[src/rtl/display_scheduler.sv]
// display_scheduler: arbitrates a numeric source and a letter source onto a
// single 7-segment converter, holding each grant for DWELL cycles.
// Optional: define DISPLAY_SCHEDULER_ALT_EN to auto-alternate between the two
// captured values while idle once both sources have been shown.
module display_scheduler #(
  parameter int unsigned DWELL = 1000,
  parameter int unsigned DW    = 10
) (
  input  logic       clock,
  input  logic       zera_s,
  input  logic       req_num,
  input  logic [7:0] num_in,
  input  logic       req_letra,
  input  logic [4:0] letra_in,
  output logic       ack_num,
  output logic       ack_letra,
  output logic       select,
  output logic [7:0] numero,
  output logic [4:0] letra,
  output logic       busy
);

  localparam logic [DW-1:0] CNT_LAST = DW'(DWELL - 1);

  typedef enum logic [1:0] {
    IDLE       = 2'd0,
    SHOW_NUM   = 2'd1,
    SHOW_LETRA = 2'd2
  } state_t;

  typedef enum logic {
    GRANT_NUM   = 1'b0,
    GRANT_LETRA = 1'b1
  } grant_t;

  state_t        state_q, state_d;
  logic [DW-1:0] cnt_q, cnt_d;
  grant_t        last_grant_q, last_grant_d;
  logic          ack_num_q, ack_num_d;
  logic          ack_letra_q, ack_letra_d;
  logic          select_q, select_d;
  logic [7:0]    numero_q, numero_d;
  logic [4:0]    letra_q, letra_d;
  logic          busy_q, busy_d;
`ifdef DISPLAY_SCHEDULER_ALT_EN
  logic          valid_num_q, valid_num_d;
  logic          valid_letra_q, valid_letra_d;
`endif

  logic any_req;
  logic at_last;
  logic grant_num;
  logic take;

  // Sampling point and round-robin winner (numeric wins unless it won last time)
  always_comb begin
    any_req   = req_num | req_letra;
    at_last   = (cnt_q == CNT_LAST);
    grant_num = req_num & (~req_letra | (last_grant_q == GRANT_LETRA));
    take      = any_req & ((state_q == IDLE) | at_last);
  end

  // Next-state and registered-output logic; a grant overrides the hold paths
  always_comb begin
    state_d      = state_q;
    cnt_d        = cnt_q;
    last_grant_d = last_grant_q;
    ack_num_d    = 1'b0;
    ack_letra_d  = 1'b0;
    select_d     = select_q;
    numero_d     = numero_q;
    letra_d      = letra_q;
    busy_d       = busy_q;
`ifdef DISPLAY_SCHEDULER_ALT_EN
    valid_num_d   = valid_num_q;
    valid_letra_d = valid_letra_q;
`endif

    case (state_q)
      IDLE: begin
        busy_d = 1'b0;
`ifdef DISPLAY_SCHEDULER_ALT_EN
        if (valid_num_q && valid_letra_q) begin
          if (at_last) begin
            select_d = ~select_q;
            cnt_d    = '0;
          end else begin
            cnt_d = cnt_q + DW'(1);
          end
        end else begin
          cnt_d = '0;
        end
`else
        cnt_d = '0;
`endif
      end
      SHOW_NUM, SHOW_LETRA: begin
        if (at_last) begin
          state_d = IDLE;
          busy_d  = 1'b0;
          cnt_d   = '0;
        end else begin
          cnt_d = cnt_q + DW'(1);
        end
      end
      default: begin
        state_d = IDLE;
        busy_d  = 1'b0;
        cnt_d   = '0;
      end
    endcase

    if (take) begin
      busy_d = 1'b1;
      cnt_d  = '0;
      if (grant_num) begin
        state_d      = SHOW_NUM;
        last_grant_d = GRANT_NUM;
        ack_num_d    = 1'b1;
        numero_d     = num_in;
        select_d     = 1'b0;
`ifdef DISPLAY_SCHEDULER_ALT_EN
        valid_num_d  = 1'b1;
`endif
      end else begin
        state_d       = SHOW_LETRA;
        last_grant_d  = GRANT_LETRA;
        ack_letra_d   = 1'b1;
        letra_d       = letra_in;
        select_d      = 1'b1;
`ifdef DISPLAY_SCHEDULER_ALT_EN
        valid_letra_d = 1'b1;
`endif
      end
    end
  end

  // State and output registers; synchronous reset takes priority over everything
  always_ff @(posedge clock) begin
    if (zera_s) begin
      state_q      <= IDLE;
      cnt_q        <= '0;
      last_grant_q <= GRANT_LETRA;
      ack_num_q    <= 1'b0;
      ack_letra_q  <= 1'b0;
      select_q     <= 1'b0;
      numero_q     <= '0;
      letra_q      <= '0;
      busy_q       <= 1'b0;
`ifdef DISPLAY_SCHEDULER_ALT_EN
      valid_num_q   <= 1'b0;
      valid_letra_q <= 1'b0;
`endif
    end else begin
      state_q      <= state_d;
      cnt_q        <= cnt_d;
      last_grant_q <= last_grant_d;
      ack_num_q    <= ack_num_d;
      ack_letra_q  <= ack_letra_d;
      select_q     <= select_d;
      numero_q     <= numero_d;
      letra_q      <= letra_d;
      busy_q       <= busy_d;
`ifdef DISPLAY_SCHEDULER_ALT_EN
      valid_num_q   <= valid_num_d;
      valid_letra_q <= valid_letra_d;
`endif
    end
  end

  assign ack_num   = ack_num_q;
  assign ack_letra = ack_letra_q;
  assign select    = select_q;
  assign numero    = numero_q;
  assign letra     = letra_q;
  assign busy      = busy_q;

endmodule

[config.mk]
export PLATFORM = sky130hd
export DESIGN_NAME = display_scheduler
export DESIGN_NICKNAME = d
export VERILOG_FILES = /design/src/rtl/display_scheduler.sv
export SDC_FILE = /design/constraint.sdc
export NUM_CORES = 1
export LEC_CHECK = 0
export ABC_AREA = 1
export CAP_MARGIN = 5
export CORE_UTILIZATION = 29
export CTS_BUF_LIST = sky130_fd_sc_hd__clkbuf_8
export DETAILED_ROUTE_END_ITERATION = 16
export GPL_ROUTABILITY_DRIVEN = 0
export SETUP_SLACK_MARGIN = 0.5
export SYNTH_ARGS = -nofsm -noshare
export SYNTH_HDL_FRONTEND = slang
export SYNTH_SLANG_ARGS = --single-unit
[constraint.sdc]
create_clock -name clock -period 1.6 [get_ports clock]
set_input_delay 0.32 -clock clock [delete_from_list [all_inputs] [get_ports clock]]
set_output_delay 0.32 -clock clock [all_outputs]
set_load 0.1 [all_outputs]
# After elaboration in Yosys (flattened, before gate mapping)
# Index checks and enable logic that the tools add are counted.
dict set report word_totals {
  reg_bits 30
  inputBits 17
  output_inout_bits 17
  elab_cells 40
}
dict set report classes {
  addsub 1
  n_eq_ne 5
  n_mux 9
  bitwise 9
  reduce_logical 7
}
# op n
set ops {}
lappend ops {{adder 10 x 1 -> 10 bit (second input constant)} 1}
lappend ops {{== test 10 bit (second input constant)} 1}
lappend ops {{2-to-1 mux 2 bit} 3}
lappend ops {{AND reduction 2 bit} 3}
lappend ops {{2-to-1 mux 1 bit} 5}
lappend ops {{NOT 1 bit} 4}
lappend ops {{case mux 2 bit (2 select lines)} 1}
lappend ops {{OR reduction 2 bit} 2}
lappend ops {{OR reduction 4 bit} 1}
lappend ops {{!= test 3 bit (second input constant)} 1}
lappend ops {{OR 1 bit} 3}
lappend ops {{AND 1 bit} 2}
lappend ops {{== test 2 x 1 -> 1 bit (second input constant)} 1}
lappend ops {{== test 2 bit (second input constant)} 1}
lappend ops {{logical NOT 2 bit} 1}
lappend ops {{!= test 2 bit (second input constant)} 1}

# Longest topological paths before layout
# Gate-level depths: netlist (run 1).
dict set report depth {
  depth_word 5
  ltp_mapped 9
  mapped_depth_nobuf 9
}

# Least setup slack after synthesis (run 1)
# Ideal clock, no wire load.
dict set report synth_path {
  path_type {flip-flop to flip-flop}
  start {register cnt_q[0]}
  end {register cnt_q[5]}
  setup_time_ps 124
  arrival_ps 1151
  required_ps 1476
  setup_slack_ps 325
  path_stages_with_launch 9
  path_buffers 0
  synth_period_minus_slack_ps 1275
  path_cell_list {dfxtp_1 -> ha_1 -> nand2_1 -> nor2_1 -> nand3_2 -> nand2_4 -> nand2_2 -> nand2_2 -> nor3_1}
}
dict set report synth_between {
  elab_chain_cells 4
  word_cells_on_any_way 5
  cone_classes {add/sub: 1; eq/ne: 1; bitwise: 2; reduce/logical: 1}
}
# item line
set synth_rtl {}
lappend synth_rtl {{start, declared} 37} ;# logic [DW-1:0] cnt_q, cnt_d;
lappend synth_rtl {{start signal, assigned} 156} ;# cnt_q <= cnt_d;
lappend synth_rtl {{== test 10 bit} 58} ;# at_last = (cnt_q == CNT_LAST);
lappend synth_rtl {{OR 1 bit} 60} ;# take = any_req & ((state_q == IDLE) | at_last);
lappend synth_rtl {{AND 1 bit} 60}
lappend synth_rtl {{OR reduction 4 bit (no line)} n/a}
# Parallel ways exist; a longest one is shown, timed or not.
# A chain may end at the register's enable or synchronous reset.

# Worst setup path in the final report (run 1)
dict set report layout_path {
  start {register cnt_q[0]}
  end {register cnt_q[8]}
}
# The elaborated chain is that of the path after synthesis.

==> results of run 1 <==
==> state kept, by name, indices dropped and copies added, names as in the netlist <==
signal,count
busy,1
cnt_q,10
last_grant_q,1
numero,8
state_q,2
ack_letra,1
ack_num,1
letra,5
select,1
==> worst max-delay path: stages, from the launching register on <==
cell and delay [ps]:
dfxtp_2 350, ha_4 140, buf_4 100, buf_4 110, nand2_2 70, nor3_4 210, nand2_1 90, xor2_1 140
nor2_1 60
==> how the worst min path moves through the flow <==
stage / startpoint / endpoint / slack (ps) / cells past startpoint
after floorplan: zera_s / select$_SDFFE_PP0N_ / 380 / 1
after global placement: cnt_q[0]$_SDFF_PP0_ / cnt_q[0]$_SDFF_PP0_ / 430 / 1
after detailed placement: cnt_q[0]$_SDFF_PP0_ / cnt_q[0]$_SDFF_PP0_ / 440 / 1
after CTS: select$_SDFFE_PP0N_ / select$_SDFFE_PP0N_ / 480 / 2
after global routing: numero[3]$_SDFFE_PP0P_ / numero[3]$_SDFFE_PP0P_ / 500 / 2
final: last_grant_q$_SDFFE_PP1N_ / last_grant_q$_SDFFE_PP1N_ / 480 / 2
==> cell usage in the layout (no fill, tap or decap), types with 3 or more instances in the layout <==
cell,n
buf_12,17
buf_4,9
clkbuf_8,5
clkdlybuf4s50_1,16
dfxtp_1,11
dfxtp_2,17
inv_1,11
inv_2,3
nand2_1,38
nand2_2,5
nand3_1,18
nor2_1,11
xor2_1,4
==> routing by layer <==
| layer | vias up | wire (um) |
|---|---|---|
| li1 | 565 | - |
| met1 | 480 | 1090 |
| met2 | 18 | 1430 |
| met3 | 2 | 131 |
| met4 | 0 | 29 |
| met5 | - | 0 |
==> synthesized netlist by cell type, drive strengths merged <==
| library cell | count | area (sq um) |
|---|---|---|
| nand3 | 20 | 110 |
| nor2 | 15 | 75.1 |
| nand4 | 2 | 12.5 |
| dfxtp | 30 | 601 |
| nor3 | 4 | 25.0 |
| xnor2 | 1 | 8.76 |
| a21oi | 3 | 15.0 |
| inv | 14 | 52.6 |
| ha | 2 | 25.0 |
| clkbuf | 1 | 3.75 |
| nand2 | 47 | 199 |
| o21ai | 2 | 10.0 |
| xor2 | 4 | 35.0 |
| or2 | 1 | 6.26 |
==> power by group <==
part | internal [uW] | switching [uW] | total, uW
clock | 458 | 275 | 733
combinational | 520 | 960 | 1480
sequential | 886 | 102 | 989
==> area by class of cell <==
| type | instances | area [sq um] |
|---|---|---|
| clock buffer | 5 | 68.8 |
| clock inverter | 3 | 40.0 |
| fill | 339 | 1720 |
| inverter | 14 | 52.6 |
| multi-input combinational | 102 | 631 |
| sequential | 30 | 629 |
| tap | 48 | 60.1 |
| timing repair buffer | 42 | 568 |
==> kinds of logic after synthesis <==
family | count (synthesis) | synth area share, %
fa+ha+maj | 2 | 2.12
flops | 30 | 51.0
buf+inv | 15 | 4.78
compound gates | 5 | 2.12
xor+xnor | 5 | 3.72
simple gates | 89 | 36.3
==> what timing repair did <==
| item | CTS | global route |
|---|---|---|
| gates resized for setup | 4 | 9 |
| endpoints found under the setup margin | 47 | 47 |
| cloned | 1 | 0 |
| buffers inserted | 3 | 2 |
| endpoints found under the hold margin | 0 | 0 |
| pin swaps | 7 | 5 |
==> per-stage QoR <==
| step | power (uW) | setup slack (ps) |
|---|---|---|
| after floorplan | 1910 | 360 |
| after global placement | 2400 | 39.7 |
| after detailed placement | 2420 | 5.35 |
| after CTS | 3230 | 245 |
| after global routing | 3350 | 138 |
| final | 3200 | 233 |
==> impl_metrics.json, run 1 <==
{
  "cts_root_buf": "clkbuf_8",
  "io_pins": 34,
  "synth_nets": 165,
  "status": "finished clean",
  "grt_max_degree": 12,
  "cp-end-kind": "flop",
  "ant_nets": 0,
  "io_buffers": 33,
  "grtUsageMet3_pct": 6.60,
  "vias": 1065,
  "hold_path_class": "reg2reg",
  "dp.cells": 230,
  "fin_crit_ps": 1370,
  "die_h_um": 65.8,
  "timing.rr.start": "cnt_q[0]$_SDFF_PP0_",
  "r2r-end": "cnt_q[8]$_SDFF_PP0_",
  "cp.required_ps": 1770,
  "hold_violations": 0,
  "fin_crit_sh_pct": 85.4,
  "routed_wl_mm": 2.68,
  "arrival_ps": 1540,
  "hold_ws_ps": 482,
  "nNetsFinal": 214,
  "p_leak_uw": 0.000899,
  "final_cells": 244,
  "grt_use_met1_pct": 14.6,
  "holdBufCountCts": 0,
  "antenna_found_initial": 0,
  "dp_hpwl_mm": 2.00,
  "drt-initial-drc-count": 29,
  "reg2reg_setup_slack_ps": 230,
  "setup_violations": 0,
  "critPathCapture": "cnt_q[8]$_SDFF_PP0_",
  "grt_pass1_vias": 1075,
  "tightest_slew_ps": 283,
  "grt.total_usage_pct": 14.0,
  "maxSlewViolCount": 0,
  "crit_fanout": 2,
  "fin_skew_ps": 8.00,
  "drive_gt1_share_pct": 40.3,
  "crit_path_start_kind": "flop",
  "clock.fmax_ghz": 0.731,
  "synth_cell_type_count": 22,
  "start_util_pct": 31.3,
  "placed_area_sq_mm": 0.00184,
  "max-slew-margin-rel_pct": 81.1,
  "rows": 22,
  "top_usage_layer": "met2",
  "die_x_um": 65.8,
  "area_growth_pct": 73.9,
  "ys_ff_latch": 30,
  "rsz0062_at_grt": "true",
  "peakVddDrop_uv": 839,
  "cts_buffers": 5,
  "met2_usage_pct": 23.2,
  "wire_per_inst_um": 11.0,
  "grt_pass1_wl_mm": 4.44,
  "syn_area_sq_mm": 0.00118,
  "clk_pin_slew_ps": 70,
  "fin_area_sq_mm": 0.00205,
  "ys_seq_area_share_pct": 51.0,
  "gr-total-overflow": 0,
  "dr.pass1.iters": 4,
  "r2r_cells": 8,
  "die_area_sq_mm": 0.00432,
  "startpoint": "cnt_q[0]$_SDFF_PP0_",
  "htreeDepth": 2,
  "syn_area_per_cell_sq_um": 8.07,
  "drc": 0,
  "clock-sinks": 30,
  "clk_latency_ps": 280,
  "yosys_warnings": 0,
  "clk_path_buf_depth": 2,
  "cts_tree": "done",
  "via_per_inst": 4.36,
  "num_antenna_cells": 0,
  "tns_ps": 0,
  "power_density_mw_per_mm2": 1560,
  "synthCells": 146,
  "worstSetupPathType": "reg2reg",
  "core_area_sq_mm": 0.00377,
  "final_core_util_pct": 54.3,
  "max_cap_violations": 0
}
Power figures use the tool's default switching activity.
==> run 2: changes to the inputs <==
Settings changed: DONT_BUFFER_PORTS from default to 1.
==> run 2 against run 1 <==
Against the previous run: power shrank 14%; utilization shrank 13 points; flip-flop and latch count is the same; via count shrank 8.0%; clock power shrank 26%; largest cell class unchanged; critical path depth grew 1; fmax shrank 0.15%; cell area shrank 24%; worst setup slack lost 2.0 ps; clock skew shrank 1.6 ps.
==> impl_metrics.json, run 2 (synthesis gave the netlist of run 1 again) <==
{
  "status": "finished clean",
  "grt.total_usage_pct": 12.3,
  "startpoint": "cnt_q[0]$_SDFF_PP0_",
  "cp-end-kind": "flop",
  "die_h_um": 65.8,
  "r2r_cells": 9,
  "layout_common_cells": "nand2_1, nand3_1, inv_1",
  "core_area_sq_mm": 0.00377,
  "clk_pin_slew_ps": 60,
  "worstPathCellList": "ha_4 > nand2_2 > nor2_2 > nand3_2 > nand2_4 > buf_12 > nand2_8 > a21oi_2 > nor2_1",
  "cp.buffers_inverters": 1,
  "rsz0062_at_grt": "true",
  "start_util_pct": 31.3,
  "fin_skew_ps": 6.38,
  "power_density_mw_per_mm2": 1760,
  "io_pins": 34,
  "die_x_um": 65.8,
  "tns_ps": 0,
  "fin_crit_sh_pct": 85.6,
  "gr-total-overflow": 0,
  "worstSetupPathType": "reg2reg",
  "hold_start": "zera_s",
  "fin_area_sq_mm": 0.00157,
  "grt_pass1_vias": 955,
  "crit_slowest_cell": "dfxtp_2",
  "holdPathEnd": "select$_SDFFE_PP0N_",
  "drt-initial-drc-count": 18,
  "clock-sinks": 30,
  "r2r-end": "state_q[0]$_SDFFE_PP0P_",
  "area_growth_pct": 33.0,
  "cts_buffers": 5,
  "peakVddDrop_uv": 984,
  "cpPeakStageDelay_ps": 350,
  "max_cap_violations": 0,
  "timing.rr.start": "cnt_q[0]$_SDFF_PP0_",
  "drive_gt1_share_pct": 40.3,
  "grt_max_degree": 18,
  "clock.fmax_ghz": 0.730,
  "cts_tree": "done",
  "reg2reg_setup_slack_ps": 230,
  "dp_hpwl_mm": 1.69,
  "fin_crit_ps": 1370,
  "final_common_cell": "nand2_1",
  "arrival_ps": 1540,
  "num_antenna_cells": 0,
  "drc": 0,
  "ant_nets": 0,
  "max_flop_register": "cnt_q",
  "vias": 980,
  "placed_area_sq_mm": 0.00131,
  "max-slew-margin-rel_pct": 64.8,
  "tightest_slew_ps": 529,
  "setup_violations": 0,
  "final_core_util_pct": 41.6,
  "holdBufCountCts": 0,
  "clk_latency_ps": 280,
  "maxSlewViolCount": 0,
  "via_per_inst": 4.73,
  "hold_violations": 0,
  "cp.required_ps": 1770,
  "cp_top_family": "simple AND/OR/NAND/NOR gates",
  "nNetsFinal": 178,
  "clk_path_buf_depth": 2,
  "rows": 22,
  "cts_root_buf": "clkbuf_8",
  "p_leak_uw": 0.000654,
  "largest_reg_flops": 10,
  "whs_path_depth": 1,
  "die_area_sq_mm": 0.00432,
  "antenna_found_initial": 0,
  "routed_wl_mm": 2.54,
  "crit_fanout": 8,
  "grt_pass1_wl_mm": 3.93,
  "io_buffers": 0,
  "power.total_uw": 2760,
  "dr.pass1.iters": 4,
  "crit_path_start_kind": "flop",
  "hold_path_class": "in2reg",
  "wire_per_inst_um": 12.3,
  "htreeDepth": 2
}
[run 2: changes by cell type in the layout (fill, tap and decap cells not counted), sizes merged]
cell | previous run | this run
clkinv | 2 | 0
nand2 | 47 | 48
bufinv | 1 | 0
inv | 14 | 16
clkdlybuf4s50 | 16 | 0
buf | 26 | 5
[run 2: cell type report]
| type | instances | area [sq um] |
|---|---|---|
| multi-input combinational | 103 | 674 |
| timing repair buffer | 5 | 50.0 |
| fill | 378 | 2200 |
| clock buffer | 5 | 68.8 |
| tap | 48 | 60.1 |
| clock inverter | 2 | 7.51 |
| inverter | 14 | 52.6 |
| sequential | 30 | 654 |
[run 2: power by group]
| part | switching, uW | internal (uW) | total [uW] | leakage [uW] |
|---|---|---|---|---|
| sequential | 662 | 897 | 1560 | 0.000256 |
| combinational | 405 | 259 | 665 | 0.000351 |
| clock | 254 | 286 | 539 | 0.0000466 |
[run 2: worst max path at each step]
stage / to / slack (ps) / cells past startpoint
after detailed placement: letra[3]$_SDFFE_PP0P_ / 210 / 9
after CTS: letra[1]$_SDFFE_PP0P_ / 230 / 9
after floorplan: letra[0]$_SDFFE_PP0P_ / 360 / 9
after global routing: state_q[0]$_SDFFE_PP0P_ / 120 / 9
after global placement: letra[3]$_SDFFE_PP0P_ / 280 / 9
final: state_q[0]$_SDFFE_PP0P_ / 230 / 9
[run 2: through the flow]
step	worst slack, ps	instances	hold slack, ps
3_5_place_dp	214	193	386
4_1_cts	231	203	101
2_1_floorplan	360	146	382
6_report	231	207	102
3_3_place_gp	283	193	389
5_1_grt	120	207	84.3
[run 2: layer usage]
| layer | GRT usage [%] | wire length [um] | vias up |
|---|---|---|---|
| met5 | 0 | 0 | - |
| met4 | 7.34 | 40 | 0 |
| met3 | 5.38 | 150 | 4 |
| met2 | 19.4 | 1310 | 24 |
| met1 | 13.6 | 1040 | 461 |
| li1 | - | - | 491 |
[run 2: what timing repair did]
item | 4_1_cts | 5_1_grt
buffers inserted | 2 | 3
gates cloned | 1 | 1
endpoints found under the setup margin | 47 | 47
endpoints found under the hold margin | 0 | 0
resized for setup | 15 | 17
pin swaps | 8 | 3
